File: src/rtl/mac_dot_engine.sv
// Pipelined dot-product MAC: streams len operand pairs through a 3-stage
// multiply/accumulate pipe with optional saturation and a sticky overflow flag.
module mac_dot_engine #(
   parameter int unsigned IN_W     = 8,
   parameter int unsigned ACC_W    = 24,
   parameter int unsigned LEN_W    = 8,
   parameter int unsigned SIGNED   = 1,
   parameter int unsigned SATURATE = 1
) (
   input  logic             clk,
   input  logic             rst,
   input  logic             start,
   input  logic [LEN_W-1:0] len,
   input  logic             in_valid,
   output logic             in_ready,
   input  logic [IN_W-1:0]  a,
   input  logic [IN_W-1:0]  b,
   output logic             busy,
   output logic             out_valid,
   input  logic             out_ready,
   output logic [ACC_W-1:0] result,
   output logic             overflow
);

   localparam int unsigned PROD_W = 2 * IN_W;
   localparam int unsigned SUM_W  = ACC_W + 1;
   localparam int unsigned PEXT_W = SUM_W - PROD_W;

   localparam logic [ACC_W-1:0] S_MAX = {1'b0, {(ACC_W-1){1'b1}}};
   localparam logic [ACC_W-1:0] S_MIN = {1'b1, {(ACC_W-1){1'b0}}};
   localparam logic [ACC_W-1:0] U_MAX = {ACC_W{1'b1}};

   typedef enum logic [1:0] {IDLE, RUN, DRAIN, DONE} state_t;

   state_t             state;
   logic [LEN_W-1:0]   len_q;
   logic [LEN_W-1:0]   cnt;
   logic [ACC_W-1:0]   acc;
   logic               s1_v;
   logic [IN_W-1:0]    s1_a;
   logic [IN_W-1:0]    s1_b;
   logic               s2_v;
   logic [PROD_W-1:0]  s2_p;

   logic               fire;
   logic               last_beat;
   logic [PROD_W-1:0]  prod;
   logic               pext;
   logic               aext;
   logic [SUM_W-1:0]   sum;
   logic               ovf;
   logic [ACC_W-1:0]   acc_nxt;

   assign fire      = (state == RUN) && in_valid && in_ready;
   assign last_beat = (cnt == len_q - LEN_W'(1));
   assign result    = acc;

   // Operands are widened to the full product width so the multiply is exact.
   generate
      if (SIGNED != 0) begin : g_smul
         assign prod = $signed({{IN_W{s1_a[IN_W-1]}}, s1_a}) *
                       $signed({{IN_W{s1_b[IN_W-1]}}, s1_b});
      end else begin : g_umul
         assign prod = {{IN_W{1'b0}}, s1_a} * {{IN_W{1'b0}}, s1_b};
      end
   endgenerate

   // One extra bit of headroom exposes overflow; clamp or wrap as configured.
   always_comb begin
      pext    = (SIGNED != 0) ? s2_p[PROD_W-1] : 1'b0;
      aext    = (SIGNED != 0) ? acc[ACC_W-1]   : 1'b0;
      sum     = {aext, acc} + {{PEXT_W{pext}}, s2_p};
      ovf     = (SIGNED != 0) ? (sum[ACC_W] ^ sum[ACC_W-1]) : sum[ACC_W];
      acc_nxt = sum[ACC_W-1:0];
      if (ovf && (SATURATE != 0)) begin
         if (SIGNED != 0) begin
            acc_nxt = sum[ACC_W] ? S_MIN : S_MAX;
         end else begin
            acc_nxt = U_MAX;
         end
      end
   end

   always_ff @(posedge clk or posedge rst) begin
      if (rst) begin
         state     <= IDLE;
         in_ready  <= 1'b0;
         busy      <= 1'b0;
         out_valid <= 1'b0;
         acc       <= '0;
         overflow  <= 1'b0;
         cnt       <= '0;
         len_q     <= '0;
         s1_v      <= 1'b0;
         s1_a      <= '0;
         s1_b      <= '0;
         s2_v      <= 1'b0;
         s2_p      <= '0;
      end else begin
         s1_v <= fire;
         if (fire) begin
            s1_a <= a;
            s1_b <= b;
         end
         s2_v <= s1_v;
         if (s1_v) begin
            s2_p <= prod;
         end
         if (s2_v) begin
            acc <= acc_nxt;
            if (ovf) begin
               overflow <= 1'b1;
            end
         end

         case (state)
            IDLE: begin
               if (start) begin
                  acc      <= '0;
                  overflow <= 1'b0;
                  cnt      <= '0;
                  busy     <= 1'b1;
                  if (len != '0) begin
                     len_q    <= len;
                     in_ready <= 1'b1;
                     state    <= RUN;
                  end else begin
                     out_valid <= 1'b1;
                     state     <= DONE;
                  end
               end
            end
            RUN: begin
               if (fire) begin
                  cnt <= cnt + LEN_W'(1);
                  if (last_beat) begin
                     in_ready <= 1'b0;
                     state    <= DRAIN;
                  end
               end
            end
            // Stage 1 empty means the last product is being accumulated now.
            DRAIN: begin
               if (!s1_v) begin
                  out_valid <= 1'b1;
                  state     <= DONE;
               end
            end
            DONE: begin
               if (out_ready) begin
                  out_valid <= 1'b0;
                  busy      <= 1'b0;
                  state     <= IDLE;
               end
            end
            default: state <= IDLE;
         endcase
      end
   end

endmodule

File: config.mk
export PLATFORM = sky130hd
export DESIGN_NAME = mac_dot_engine
export DESIGN_NICKNAME = d
export VERILOG_FILES = /design/src/rtl/mac_dot_engine.sv
export SDC_FILE = /design/constraint.sdc
export NUM_CORES = 1
export LEC_CHECK = 0
export ABC_CLOCK_PERIOD_IN_PS = 4500
export CAP_MARGIN = 20
export CELL_PAD_IN_SITES_DETAIL_PLACEMENT = 1
export CELL_PAD_IN_SITES_GLOBAL_PLACEMENT = 1
export CORE_ASPECT_RATIO = 0.6
export CORE_MARGIN = 3
export CORE_UTILIZATION = 44
export CTS_BUF_LIST = sky130_fd_sc_hd__clkbuf_2
export CTS_CLUSTER_DIAMETER = 80
export DETAILED_ROUTE_END_ITERATION = 7
export PLACE_DENSITY_LB_ADDON = 0.1
export SLEW_MARGIN = 20
export SYNTH_ARGS = -nofsm -noshare
export SYNTH_HDL_FRONTEND = slang
export SYNTH_SLANG_ARGS = --single-unit
File: constraint.sdc
create_clock -name clk -period 4.5 [get_ports clk]
set_input_delay 1.35 -clock clk [delete_from_list [all_inputs] [get_ports clk]]
set_output_delay 1.35 -clock clk [all_outputs]
set_load 0.01 [all_outputs]
=== After elaboration in Yosys (flattened, before gate mapping) ===
Cells that the tools add are included.

* $add $sub $neg: 3
* $mul: 1
* Equal/unequal tests: 11
* Multiplexer cells: 31
* Bitwise gates (word level): 1
* Reductions and logical operators: 13

{| class="wikitable"
|+ Operator list
! kind !! count
|-
| $mux 24 || 5
|-
| $add 24x16->25 || 1
|-
| $mul 8x8->16 || 1
|-
| $mux 8 || 2
|-
| $pmux 8 s2 || 1
|-
| $reduce_and 5->1 || 3
|-
| $ne 2x2->1 const B || 7
|-
| $mux 1 || 13
|-
| $mux 2 || 6
|-
| $reduce_and 3->1 || 3
|-
| $add 8x1->8 const B || 1
|-
| $eq 8x8->1 || 1
|-
| $pmux 2 s4 || 1
|-
| $reduce_bool 8->1 || 1
|-
| $sub 8x1->8 const B || 1
|-
| $eq 2x2->1 const B || 2
|-
| $pmux 1 s2 || 2
|-
| $reduce_bool 2->1 || 2
|-
| $pmux 1 s3 || 1
|-
| $reduce_bool 3->1 || 1
|-
| $eq 2x1->1 const B || 1
|-
| $logic_and 1x1->1 || 2
|-
| $logic_not 2->1 || 1
|-
| $xor 1x1->1 || 1
|}

* Register bits after elaboration: 80
* Bits of input ports: 29
* Output and inout bits: 28
* Logic and storage cells: 73

=== Logic depth before layout (Yosys ltp) ===
Gate-level depths: netlist of the first run.

* Depth after elaboration: 6
* Gate-level depth with buffers: 18
* Gate-level depth less buffers: 18

=== Worst setup path before layout of the first run ===
OpenSTA, ideal clock, no wires.

* Path kind: register to register
* From: register s1_b[4]
* To: register s2_p[14]
* Library setup time: 0.139 ns
* Data arrival time: 4.465 ns
* Data required time: 4.361 ns
* Slack: -0.104 ns
* Cell stages (with the launch flop): 17
* Buffers on the path: 0
* Period minus slack after synthesis: 4.604 ns
* Path through: dfrtp_1 -> and2_1 -> fa_1 -> fa_1 -> inv_1 -> fa_1 -> fa_1 -> inv_1 -> ha_1 -> a21o_1 -> a21oi_1 -> o21bai_1 -> a21oi_1 -> o21bai_1 -> a31oi_1 -> mux2i_1 -> or4_1

* Cells in the longest elaborated chain, start to end: 1

{| class="wikitable"
|+ Ends and longest elaborated chain
! element !! line !! text
|-
| start, declared || 41 || <nowiki>logic [IN_W-1:0] s1_b;</nowiki>
|-
| start signal, assigned || 96 || <nowiki>s1_b <= '0;</nowiki>
|-
| start signal, assigned || 103 || <nowiki>s1_b <= b;</nowiki>
|-
| $mul 8x8->16 || 61 || <nowiki>assign prod = $signed({{IN_W{s1_a[IN_W-1]}}, s1_a}) *</nowiki>
|-
| end signal, assigned || 107 || <nowiki>s2_p <= prod;</nowiki>
|-
| end, declared || 43 || <nowiki>logic [PROD_W-1:0] s2_p;</nowiki>
|}

Every way passes these cells.
A chain may end at the register's enable or synchronous reset.

=== Final worst setup path of the first run ===
Same ends and word-level chain as after synthesis.

==> flow_metrics.tcl, run 1 <==
set metrics [dict create \
    status "finished, violations left" \
    violations "negative setup slack" \
    arrival_ns 5.00 \
    tritoncts "done" \
    skew_ns 0.0383 \
    worstMarginPinSlew_ns 0.989 \
    grt_max_degree 41 \
    clock_latency_ns 0.60 \
    io_pins 57 \
    start_util_pct 46.2 \
    cp_data_required_time_ns 4.99 \
    ant_nets 0 \
    syn_inst 738 \
    core_um2 15800 \
    die_y_um 106 \
    synth_top_area_share_pct 27.4 \
    setup_viol 1 \
    overflow 0 \
    first_global_vias 6364 \
    synth-main-ff-cell "dfrtp_1" \
    diodes 0 \
    num_rows 35 \
    syn_to_final_growth_pct 21.4 \
    async_flop_share_pct 100 \
    cts-root-buf "clkbuf_2" \
    wl_um 20600 \
    drive_gt1_share_pct 24.4 \
    synthTopCellsByArea "dfrtp_1 (27%), fa_1 (15%), ha_1 (10%), mux2_2 (6.0%), inv_1 (5.0%)" \
    worst_slack_ns -0.0110 \
    firstDrtPassIters 4 \
    synth-seq-cells 80 \
    synth_edf_count 0 \
    clock_path_buffers 2 \
    die-area_um2 18200 \
    final_hold_viol_count 0 \
    ys_warn_count 0 \
    finalSetupTns_ns -0.0110 \
    grt_pass1_wl_um 33900 \
    fp.dieW_um 172 \
    yosysUniqueCellTypes 65 \
    cap_violations 0 \
    htree_levels 3 \
    worstPathMaxFanout 6 \
    relSlewSlack_pct 34.1 \
    finalMaxSlewViolations 0 \
    synth_area_um2 7300 \
    min_path_type "reg -> reg" \
    startpoint_type "register" \
    critPathKind "reg -> reg" \
    avgViaCountPerCell 5.30 \
    io_buffers 56 \
    seq_area_frac_synth_pct 27.4 \
    post-route-min-period_ns 4.51 \
    cts-buffers-inserted 9 \
    clkSinkCount 80 \
    gp_congestion 0.868 \
    dp_hpwl_um 15800 \
    syn_avg_cell_area_um2 9.90 \
    cp-end-kind "register" \
    drtIter0Drc 306 \
    hold_buffers 0 \
    timing.final.crit_share_pct 100 \
    fin_hold_ws_ns 0.553 \
    antenna_found_initial 0 \
    nNetsFinal 989 \
    drcViolationCount 0 \
    yosys.area.top_type "dfrtp_1" \
    clkTransAtPathRegs_ns 0.27 \
    track_usage_pct 23.7 \
    wire_per_inst_um 19.2 \
    rsz0062_at_grt "yes" \
    synth_fp_nets 882 \
    vias 5682 \
    fmax_ghz 0.222 \
]
==> through the flow <==
step / cell area, um^2 / worst slack (ns) / instances / util, %
floorplan: 7310 / 0.00950 / 738 / -
global placement: 8400 / -0.0942 / 1042 / 53.1
detailed placement: 8400 / -0.244 / 1042 / 53.1
CTS: 8730 / -0.0979 / 1067 / 55.2
global route: 8870 / -0.207 / 1072 / 56.1
finish: 8870 / -0.0110 / 1072 / 56.1
==> metal layers <==
layer | global-route usage [%] | share of wire [%] | up-vias
li1 | - | - | 2696
met1 | 34.8 | 50 | 2869
met2 | 37.2 | 46 | 100
met3 | 4.09 | 3.3 | 17
met4 | 4.16 | 0.96 | 0
met5 | 0 | 0 | -
==> path summary, 6_finish.rpt <==
kind                          start   endpoint  slack (ns)  cells after the start
setup / recovery            s1_b[4]   s2_p[14]       -0.01                     17
max in group asynchronous       rst  result[3]        2.59                      3
setup reg to reg            s1_b[4]   s2_p[14]       -0.01                     17
hold / removal             overflow   overflow        0.55                      1
hold reg to reg            overflow   overflow        0.55                      1
min in group asynchronous       rst    s1_a[4]        1.11                      2
==> what timing repair did <==
action,4_1_cts,5_1_grt
hold endpoints to repair,0,0
endpoints found under the setup margin,4,5
pin swaps,37,28
gates resized for setup,39,33
buffers inserted,9,5
==> layout make-up <==
cell class,instances,area [um^2]
fill,1798,6940
multi-input combinational,538,5060
sequential,80,2010
timing repair buffer,117,1040
inverter,99,373
tap,222,278
clock inverter,7,60.1
clock buffer,9,45.0
==> synth_stat cells, types with 8 or more instances <==
cell type	instances
a211oi_2	17
a21o_1	18
a21oi_1	39
and2_1	47
clkbuf_1	10
dfrtp_1	80
fa_1	56
ha_1	59
inv_1	98
mux2_2	39
nand2_1	42
nand3_1	8
nor2_1	41
nor2b_1	9
o21ai_0	19
xnor2_1	30
xor2_1	21
==> cells in the final DEF, fill, tap and decap left out, types with 10 or more instances in the layout <==
cell	instances
inv_1	85
dfrtp_1	70
clkdlybuf4s50_1	56
buf_4	56
fa_1	51
ha_1	49
nor2_1	41
mux2_2	39
nand2_1	39
and2_1	38
a21oi_1	34
xnor2_1	29
xor2_1	21
a21o_1	18
o21ai_0	18
a211oi_2	17
inv_2	13
dfrtp_2	10
==> kinds of logic (layout without fill, tap and decap cells) <==
family,Yosys count,count (layout),synth area share (%)
xor+xnor,51,51,6.12
buf+inv,120,232,6.56
fa+ha+maj,115,115,25.5
simple gates,182,182,12.7
compound gates,146,146,14.8
flops,80,80,27.4
mux,44,44,6.87
==> critical path, stage by stage (launching register included) <==
cell,delay (ns)
dfrtp_1,0.49
buf_4,0.18
and2_1,0.19
fa_1,0.50
ha_1,0.30
inv_1,0.05
fa_1,0.49
fa_1,0.51
inv_2,0.05
ha_4,0.21
a21o_1,0.20
a21oi_4,0.14
o21bai_1,0.10
a21oi_2,0.18
o21bai_2,0.09
a31oi_2,0.17
mux2i_1,0.10
or4_1,0.47
==> registers in the layout, indices dropped and copies added, names as in the netlist <==
name	count
cnt	8
overflow	1
s2_v	1
s1_v	1
s2_p	16
s1_b	8
s1_a	8
busy	1
in_ready	1
result	24
out_valid	1
state	2
len_q	8
Power of run 1 is left out: the tool's default activity adds up to more than one toggle a clock period on the data nets, which glitch-free logic cannot reach.
==> run 2: changes to the inputs <==
--- a/config.mk
+++ b/config.mk
@@ -16,6 +16,7 @@
 export CTS_CLUSTER_DIAMETER = 80
 export DETAILED_ROUTE_END_ITERATION = 7
 export PLACE_DENSITY_LB_ADDON = 0.1
+export RECOVER_POWER = 25
 export SLEW_MARGIN = 20
 export SYNTH_ARGS = -nofsm -noshare
 export SYNTH_HDL_FRONTEND = slang
==> flow_metrics.tcl, run 2 (synthesis gave the netlist of run 1 again) <==
set metrics [dict create \
    num_rows 35 \
    post-route-min-period_ns 4.51 \
    worstMarginPinSlew_ns 1.86 \
    clkTransAtPathRegs_ns 0.27 \
    gp_congestion 0.868 \
    track_usage_pct 23.7 \
    die-area_um2 18200 \
    wire_per_inst_um 19.2 \
    critPathKind "reg -> reg" \
    io_buffers 56 \
    die_y_um 106 \
    fp.dieW_um 172 \
    avgViaCountPerCell 5.30 \
    relSlewSlack_pct -24.6 \
    grt_max_degree 41 \
    holdPathStages 1 \
    largest_reg_flops 24 \
    r2r_start "s1_b[4]" \
    pre_cts_ws_ns -0.244 \
    hold_buffers 0 \
    cp_common_cell "fa_1" \
    grt_pass1_wl_um 33900 \
    max_stage_delay_ns 0.51 \
    firstDrtPassIters 5 \
    drcViolationCount 0 \
    drive_gt1_share_pct 24.1 \
    fmax_ghz 0.222 \
    final_common_cell "inv_1" \
    min_from "overflow" \
    wl_um 20600 \
    tritoncts "done" \
    syn_to_final_growth_pct 21.4 \
    finalMaxSlewViolations 41 \
    first_global_vias 6364 \
    skew_ns 0.0371 \
    cp_data_required_time_ns 5.01 \
    instances_no_fill 1072 \
    antenna_found_initial 0 \
    drtIter0Drc 305 \
    finalSetupTns_ns -0.0112 \
    worstPathMaxFanout 6 \
    r2r_cells 17 \
    diodes 0 \
    final_hold_viol_count 0 \
    clkSinkCount 80 \
    rsz0062_at_grt "yes" \
    cts-buffers-inserted 9 \
    nNetsFinal 989 \
    dp_hpwl_um 15800 \
    start_util_pct 46.2 \
    overflow 0 \
    finish.utilization_pct 56.1 \
    io_pins 57 \
    clock_path_buffers 2 \
    timing.final.crit_share_pct 100 \
    setup_viol 1 \
    dp_cells 1042 \
    cp-end-kind "register" \
    vias 5686 \
    htree_levels 3 \
    crit_path_top_delay_cell "fa_1" \
    cap_violations 1 \
    cts-root-buf "clkbuf_2" \
    min_path_type "reg -> reg" \
    crit_chain "buf_4 > and2_1 > fa_1 > ha_1 > inv_1 > fa_1 > fa_1 > inv_2 > ha_4 > a21o_1 > a21oi_4 > o21bai_1 > a21oi_2 > o21bai_2 > a31oi_2 > mux2i_1 > or4_1" \
    crit_start "s1_b[4]" \
    core_um2 15800 \
    ant_nets 0 \
    violations "max-capacitance violations, max-slew violations, negative setup slack" \
    clock_latency_ns 0.61 \
    status "finished, violations left" \
    worst_slack_ns -0.0112 \
    startpoint_type "register" \
    arrival_ns 5.02 \
    final_cell_mix "inv_1 (86), dfrtp_1 (70), buf_4 (55)" \
]
[run 2: cell types whose count changed in the layout (fill, tap and decap cells not counted)]
cell             delta
buf_4               -1
clkbuf_1            +1
clkdlybuf4s50_1     -2
clkinv_2            -1
clkinvlp_2          +1
dlygate4sd3_1       +2
inv_1               +1
inv_2               -1
[run 2: timing repair]
action                     CTS  global route
buffers inserted             9             5
pin swaps                   37            28
setup endpoints to repair    4             5
gates resized for setup     39            33
[run 2: worst max-delay path: cells and delay by family (launching register included)]
| family | cells | cell delay (ns) |
|---|---|---|
| adder cells (fa/ha/maj) | 5 | 2.01 |
| multiplexers | 1 | 0.10 |
| buffers and inverters | 3 | 0.28 |
| AO/OA/AOI/OAI | 6 | 0.88 |
| flip-flops | 1 | 0.49 |
| AND/OR/NAND/NOR | 2 | 0.66 |
[run 2: through the flow]
stage,hold slack (ns),area (um^2)
detailed placement,0.500,8400
global route,0.575,8860
global placement,0.500,8400
CTS,0.556,8730
finish,0.553,8860
floorplan,0.442,7310
[run 2: cell type report]
type,instances,area (um^2)
well taps,222,278
clock buffers,9,45.0
repair buffers,117,1030
inverters,99,373
multi-input cells,538,5060
clock inverters,7,60.1
fillers,1797,6940
flip-flops and latches,80,2010
[run 2: worst paths after layout]
kind                       slack, ns        to
setup reg to reg               -0.01  s2_p[14]
max in group asynchronous       1.12   s2_p[6]
setup / recovery               -0.01  s2_p[14]
min in group asynchronous       1.60   s1_a[4]
hold / removal                  0.55  overflow
hold reg to reg                 0.55  overflow
[run 2: metal layers]
metal  up-vias  wire length, um  global-route usage [%]
met5         -                0                       0
met4         0              233                    4.16
met3        22              680                    4.09
li1       2698                -                       -
met2        96             9350                    37.2
met1      2870            10300                    34.8
Power of run 2 is left out for the same reason.
==> run 3: changes to the inputs <==
==> constraint.sdc (replaced) <==
create_clock -name clk -period 4.5 [get_ports clk]
set_input_delay 0.675 -clock clk [delete_from_list [all_inputs] [get_ports clk]]
set_output_delay 0.675 -clock clk [all_outputs]
set_load 0.01 [all_outputs]
==> flow_metrics.tcl, run 3 (synthesis gave the netlist of run 1 again) <==
set metrics [dict create \
    cap_violations 1 \
    grt_pass1_wl_um 33100 \
    final_common_cell "inv_1" \
    dp_hpwl_um 15600 \
    tritoncts "done" \
    min_path_type "reg -> reg" \
    fin_area_um2 8990 \
    skew_ns 0.0383 \
    fp.dieW_um 172 \
    rsz0062_at_grt "yes" \
    setup_viol 1 \
    final_hold_viol_count 0 \
    core_um2 15800 \
    worstMarginPinSlew_ns 2.75 \
    arrival_ns 5.03 \
    num_rows 35 \
    diodes 0 \
    drive_gt1_share_pct 25.0 \
    nNetsFinal 990 \
    io_buffers 56 \
    crit_chain "buf_6 > and2_4 > fa_1 > inv_1 > fa_1 > inv_2 > fa_1 > inv_2 > fa_1 > inv_2 > ha_4 > a21oi_4 > o21bai_4 > a21oi_2 > o21bai_2 > a31oi_2 > mux2i_1 > or4_1" \
    drtIter0Drc 349 \
    gp_congestion 0.857 \
    worst-path-buf-inv 5 \
    final_cell_mix "inv_1 (82), dfrtp_1 (71), clkdlybuf4s50_1 (55)" \
    drcViolationCount 0 \
    worstPathMaxFanout 2 \
    relSlewSlack_pct -84.0 \
    finalMaxSlewViolations 60 \
    path_delay_family "adder cells" \
    timing.final.crit_share_pct 102 \
    crit_path_top_delay_cell "fa_1" \
    cts-root-buf "clkbuf_2" \
    finish.utilization_pct 56.9 \
    first_global_vias 6178 \
    vias 5695 \
    worst_slack_ns -0.0689 \
    cp_common_cell "fa_1" \
    track_usage_pct 22.9 \
    post-route-min-period_ns 4.57 \
    die_y_um 106 \
    die-area_um2 18200 \
    post_dp_cell_area_um2 8390 \
    cts-buffers-inserted 9 \
    cp-end-kind "register" \
    fmax_ghz 0.219 \
    syn_to_final_growth_pct 23.1 \
    wl_um 20200 \
    status "finished, violations left" \
    max_stage_delay_ns 0.54 \
    grt_max_degree 60 \
    htree_levels 3 \
    clkTransAtPathRegs_ns 0.27 \
    wire_per_inst_um 18.8 \
    violations "max-capacitance violations, max-slew violations, negative setup slack" \
    clock_path_buffers 2 \
    overflow 0 \
    largest_reg_flops 24 \
    ant_nets 0 \
    startpoint_type "register" \
    io_pins 57 \
    avgViaCountPerCell 5.31 \
    firstDrtPassIters 4 \
    antenna_found_initial 0 \
    critPathKind "reg -> reg" \
    clkSinkCount 80 \
    start_util_pct 46.2 \
    fillers 1734 \
    cp_data_required_time_ns 4.96 \
    clock_latency_ns 0.58 \
]
-- run 3: cell count changes in the layout (fill, tap and decap cells not counted), sizes merged --
cell           change
buf                +2
clkdlybuf4s50      +1
clkbuf             -1
inv                -3
clkinvlp           -1
clkinv             +2
bufinv             +2
dlygate4sd3        -1
-- run 3: metal layers --
layer	global-route usage, %	up-vias	part of all wire (%)
li1	-	2699	-
met1	33.8	2894	51
met2	35.7	91	45
met3	4.01	11	3.3
met4	3.76	0	0.57
met5	0	-	0
-- run 3: stage by stage --
stage	instances	worst slack [ns]	TNS [ns]	hold WS, ns
floorplan	738	0.00950	0	0.442
global placement	1041	-0.0886	-0.154	0.501
detailed placement	1041	-0.266	-0.478	0.491
CTS	1070	-0.117	-0.117	0.545
global route	1073	-0.224	-0.412	0.568
finish	1073	-0.0689	-0.0689	0.535
-- run 3: final timing paths --
check	from	endpoint	slack (ns)	cells past startpoint
hold reg to reg	overflow	overflow	0.54	1
max in group asynchronous	rst	s1_b[2]	1.89	2
setup / recovery	s1_a[7]	s2_p[14]	-0.07	18
hold / removal	overflow	overflow	0.54	1
setup reg to reg	s1_a[7]	s2_p[14]	-0.07	18
min in group asynchronous	rst	s1_a[4]	1.27	2
-- run 3: timing repair --
action	4_1_cts	5_1_grt
hold buffers	0	0
pin swaps	36	34
endpoints found under the setup margin	5	6
gates resized for setup	44	43
buffers inserted	13	5
-- run 3: cell type report --
class	instances	area [um^2]	share of cell area (%)
inverter	99	373	4.15
sequential	80	2010	22.4
multi-input combinational	538	5110	56.8
clock inverter	7	95.1	1.06
tap	222	278	3.09
timing repair buffer	118	1080	12.0
clock buffer	9	45.0	0.501
Power of run 3 is left out for the same reason.
